===== src/rtl/if_fetch_pkg.sv =====
// Shared constants and fetch-state encoding for the instruction-fetch stage.
package if_fetch_pkg;

  localparam logic        RST_ENABLE = 1'b1;
  localparam logic        STOP       = 1'b1;
  localparam logic        NO_STOP    = 1'b0;
  localparam logic [31:0] ZERO_WORD  = 32'h0000_0000;

  localparam int INST_ADDR_BUS = 32;
  localparam int INST_BUS      = 32;

  typedef enum logic [1:0] {
    IF_IDLE    = 2'b00,
    IF_FETCH   = 2'b01,
    IF_HOLD    = 2'b10,
    IF_DISCARD = 2'b11
  } if_state_e;

endpackage


===== src/rtl/if_fetch.sv =====
// Instruction-fetch stage: owns the PC, runs the req/ack instruction bus and
// feeds IF/ID, holding delay-slot branch targets and exception redirects.
module if_fetch
  import if_fetch_pkg::*;
#(
  parameter logic [INST_ADDR_BUS-1:0] RESET_PC = 32'h0000_0000
) (
  input  logic                     clk,
  input  logic                     rst,
  input  logic [5:0]               stall,
  input  logic                     flush,
  input  logic [INST_ADDR_BUS-1:0] new_pc,
  input  logic                     branch_flag_i,
  input  logic [INST_ADDR_BUS-1:0] branch_target_address_i,
  output logic                     ibus_req_o,
  output logic [INST_ADDR_BUS-1:0] ibus_addr_o,
  input  logic                     ibus_ack_i,
  input  logic [INST_BUS-1:0]      ibus_rdata_i,
  output logic [INST_ADDR_BUS-1:0] if_pc,
  output logic [INST_BUS-1:0]      if_inst,
  output logic                     stallreq_from_if,
  output if_state_e                dbg_state
);

  if_state_e                state;
  logic [INST_ADDR_BUS-1:0] pc;
  logic [INST_ADDR_BUS-1:0] next_pc;
  logic [INST_ADDR_BUS-1:0] br_tgt;
  logic [INST_ADDR_BUS-1:0] disc_addr;
  logic [INST_BUS-1:0]      inst_buf;
  logic                     br_pend;
  logic                     advance;
  logic                     unused_stall;

  assign unused_stall = ^{stall[5:3], stall[1]};
  assign dbg_state    = state;

  // The PC moves only when the current instruction is handed to IF/ID.
  assign advance = !flush && (stall[0] == NO_STOP) &&
                   ((state == IF_FETCH && ibus_ack_i) || state == IF_HOLD);

  always_comb begin
    next_pc = pc + 32'd4;
    if (branch_flag_i)
      next_pc = branch_target_address_i;
    else if (br_pend)
      next_pc = br_tgt;
  end

  // Outputs depend on state, flush and the bus only, never on stall.
  always_comb begin
    ibus_req_o       = 1'b0;
    ibus_addr_o      = pc;
    if_pc            = ZERO_WORD;
    if_inst          = ZERO_WORD;
    stallreq_from_if = 1'b1;
    case (state)
      IF_FETCH: begin
        ibus_req_o = 1'b1;
        if (ibus_ack_i) begin
          stallreq_from_if = 1'b0;
          if (!flush) begin
            if_pc   = pc;
            if_inst = ibus_rdata_i;
          end
        end
      end
      IF_HOLD: begin
        stallreq_from_if = 1'b0;
        if (!flush) begin
          if_pc   = pc;
          if_inst = inst_buf;
        end
      end
      IF_DISCARD: begin
        ibus_req_o  = 1'b1;
        ibus_addr_o = disc_addr;
      end
      default: ;
    endcase
  end

  always_ff @(posedge clk) begin
    if (rst == RST_ENABLE) begin
      state     <= IF_IDLE;
      pc        <= RESET_PC;
      br_pend   <= 1'b0;
      br_tgt    <= ZERO_WORD;
      inst_buf  <= ZERO_WORD;
      disc_addr <= ZERO_WORD;
    end else if (flush) begin
      pc      <= new_pc;
      br_pend <= 1'b0;
      case (state)
        IF_FETCH: begin
          // The outstanding access cannot be cancelled; drain it first.
          if (!ibus_ack_i) begin
            state     <= IF_DISCARD;
            disc_addr <= pc;
          end
        end
        IF_DISCARD: if (ibus_ack_i) state <= IF_FETCH;
        default:    state <= IF_FETCH;
      endcase
    end else begin
      case (state)
        IF_IDLE: state <= IF_FETCH;
        IF_FETCH: begin
          if (ibus_ack_i && stall[0] == STOP) begin
            inst_buf <= ibus_rdata_i;
            state    <= IF_HOLD;
          end
        end
        IF_HOLD:    if (stall[0] == NO_STOP) state <= IF_FETCH;
        IF_DISCARD: if (ibus_ack_i) state <= IF_FETCH;
        default:    state <= IF_IDLE;
      endcase
      if (advance) begin
        pc      <= next_pc;
        br_pend <= 1'b0;
      end else if (branch_flag_i && stall[2] == NO_STOP) begin
        // Branch leaves ID before its delay slot is fetched; remember the target.
        br_pend <= 1'b1;
        br_tgt  <= branch_target_address_i;
      end
    end
  end

endmodule

===== config.mk =====
export PLATFORM = sky130hd
export DESIGN_NAME = if_fetch
export DESIGN_NICKNAME = d
export VERILOG_FILES = /design/src/rtl/if_fetch_pkg.sv /design/src/rtl/if_fetch.sv
export SDC_FILE = /design/constraint.sdc
export NUM_CORES = 1
export LEC_CHECK = 0
export ABC_AREA = 1
export BUFFER_PORTS_ARGS = -buffer_cell sky130_fd_sc_hd__buf_2
export CELL_PAD_IN_SITES_DETAIL_PLACEMENT = 1
export CELL_PAD_IN_SITES_GLOBAL_PLACEMENT = 1
export CORE_MARGIN = 2
export CORE_UTILIZATION = 34
export DETAILED_ROUTE_END_ITERATION = 8
export MAX_ROUTING_LAYER = met4
export PLACE_DENSITY_LB_ADDON = 0.1
export SKIP_LAST_GASP = 1
export SLEW_MARGIN = 20
export SYNTH_ARGS = -nofsm -noshare
export SYNTH_HDL_FRONTEND = slang
export SYNTH_SLANG_ARGS = --single-unit

===== constraint.sdc =====
create_clock -name clk -period 3.25 [get_ports clk]
set_input_delay 0.325 -clock clk [delete_from_list [all_inputs] [get_ports clk]]
set_output_delay 0.325 -clock clk [all_outputs]
set_load 0.05 [all_outputs]

==> impl_metrics.tcl <==
set metrics [dict create \
    synth-edff-count 0 \
    die_h_um 150 \
    die_area_um2 22600 \
    reg2reg_from "dbg_state[1]" \
    clockBufferDepth 2 \
    pre_cts_slack_ns 0.883 \
    yosysWarningCount 0 \
    regToRegSetupSlack_ns 0.95 \
    cap_violations 0 \
    worstRegToRegCells 9 \
    drtPass1Iterations 4 \
    yosys.area.top_type "dfxtp_1" \
    place_congestion 0.859 \
    fp.dieW_um 150 \
    rsz0062_at_grt "false" \
    cts_hold_buffers 0 \
    slew_viol_final 0 \
    cts_made_buffers 17 \
    cts_resized 0 \
    hold_class "primary input to flop" \
    yosysTopAreaCellShare 0.361 \
    hp-start "ibus_rdata_i[24]" \
    post-route-min-period_ns 2.78 \
    antenna_found_initial 0 \
    synth_flop_cell "dfxtp_1" \
    r2r-end "br_tgt[15]" \
    final_common_cell "nand2_1" \
    fin_crit_sh 0.855 \
    finalNonFillerCells 1617 \
    ys_types 33 \
    hpwl_mm 20.1 \
    start_kind "flop" \
    nets 1443 \
    syn_inst 1170 \
    clock_sinks 131 \
    holdWs_ns 0.137 \
    synthesis.nets 1282 \
    cts_setup_buffers 0 \
    clk_latency_ns 0.42 \
    fin_setup_tns_ns 0 \
    drt_iter0_drc 414 \
    worst-setup-path-type "flop to output port" \
    cts_max_level 4 \
    fin_skew_ns 0.0107 \
    holdPathEnd "inst_buf[24]" \
    avgSynthCellArea_um2 6.21 \
    drive_above_1_share 0.198 \
    vias_per_cell 5.08 \
    required_ns 2.92 \
    ys_seq_elements 131 \
    layout_common_cells "nand2_1 (304), buf_2 (202), o21ai_0 (167), a21oi_1 (147), nor2_1 (137)" \
    start_util 0.346 \
    vias 8221 \
    pin_count 207 \
    grt_pass1_wl_mm 43.3 \
    placementRows 53 \
    grt_max_degree 65 \
    tightest_slew_ns 0.731 \
    ir_drop_mv 0.320 \
    leakage_nw 3.88 \
    crit_arrival_ns 2.45 \
    end_kind "output port" \
    path_clk_slew_ns 0.06 \
    place_inst 1587 \
    avgRoutedWirePerCell_um 16.9 \
    ant_nets 0 \
    io_buffers 202 \
    ys_seq_area_frac 0.361 \
    max_freq_mhz 360 \
    grt-ovfl-total 0 \
    synth_area_leaders "dfxtp_1 (36%), nand2_1 (16%), o21ai_0 (11%)" \
    relSlewSlack 0.512 \
    grt_pass1_vias 8300 \
    powerDensity_nw_per_um2 523 \
    syn_area_um2 7270 \
    setup_violations 0 \
    antennaDiodeCount 0 \
    cts_tree "built" \
    min_path_cells 3 \
    status "finished clean" \
    grt.total_usage 0.254 \
    hold_violations 0 \
    drc_errors 0 \
    syn_to_final_growth_pct 24.7 \
    setup_slack_ns 0.472 \
    wl_mm 27.3 \
    cp_max_fo 47 \
    cts-root-buf "clkbuf_16" \
    synth-async-reset-ratio 0 \
    coreArea_um2 21000 \
]
[synthesized netlist by cell type, types with 7 or more instances]
master / n
nand2_1: 304
o21ai_0: 167
a21oi_1: 147
nor2_1: 137
dfxtp_1: 131
inv_1: 76
clkbuf_1: 61
nand3_1: 43
nor3_1: 34
buf_2: 10
xor2_1: 8
o21ai_1: 7
[worst max path at each step]
stage / from / to / slack [ns]
6_report: dbg_state[0] / if_pc[22] / 0.47
5_1_grt: dbg_state[0] / if_pc[1] / 0.31
4_1_cts: dbg_state[0] / if_pc[22] / 0.44
3_5_place_dp: dbg_state[0] / if_pc[27] / 0.88
2_1_floorplan: dbg_state[0] / if_pc[15] / 0.06
3_3_place_gp: dbg_state[0] / if_pc[2] / 0.93
[state kept, by name (all words and copies together) (netlist names)]
name and cells:
inst_buf 32, disc_addr 32, br_pend 1, pc 32, br_tgt 32, dbg_state 2
[final cells by class]
type	instances	area [um^2]
timing repair buffer	220	1180
inverter	81	304
clock buffer	21	480
sequential	131	2620
tap	275	344
fill	2841	12000
clock inverter	9	105
multi-input combinational	880	4020
[critical path, stage by stage (launching register included)]
cell	delay (ns)
dfxtp_1	0.42
inv_1	0.08
ha_1	0.28
or2_2	0.46
buf_12	0.25
nor3_1	0.21
buf_2	0.30
[per-layer routing]
layer  routed length, um  up-vias  GRT usage
met5                   0        -          -
met1               11600     3880      0.295
li1                    -     4147          -
met3                1040       32     0.0445
met2               14100      162      0.450
met4                 577        0     0.0703
[cells by family (layout without fill, tap and decap cells)]
kind of cell	Yosys count	after routing	synth area share
adders and majority gates	5	5	0.00861
AOI/OAI and AO/OA	338	338	0.242
buffers and inverters	159	331	0.0859
DFF	131	131	0.361
and+or+nand+nor	529	529	0.294
xor gates and xnor gates	8	8	0.00964
[power breakdown]
group / internal, mW / switching, mW / leakage [nW] / total, mW
Clock: 1.20 / 0.737 / 0.279 / 1.93
Combinational: 0.259 / 0.757 / 2.53 / 1.02
Sequential: 1.71 / 0.0786 / 1.07 / 1.79
[metrics by stage]
step | total power [mW] | area (um^2) | util
5_1_grt | 4.97 | 9060 | 0.431
6_report | 4.74 | 9060 | 0.431
3_5_place_dp | 2.85 | 8480 | 0.403
2_1_floorplan | 2.49 | 7270 | -
3_3_place_gp | 2.83 | 8480 | 0.403
4_1_cts | 4.79 | 9060 | 0.431
(Power assumes the default switching activity.)
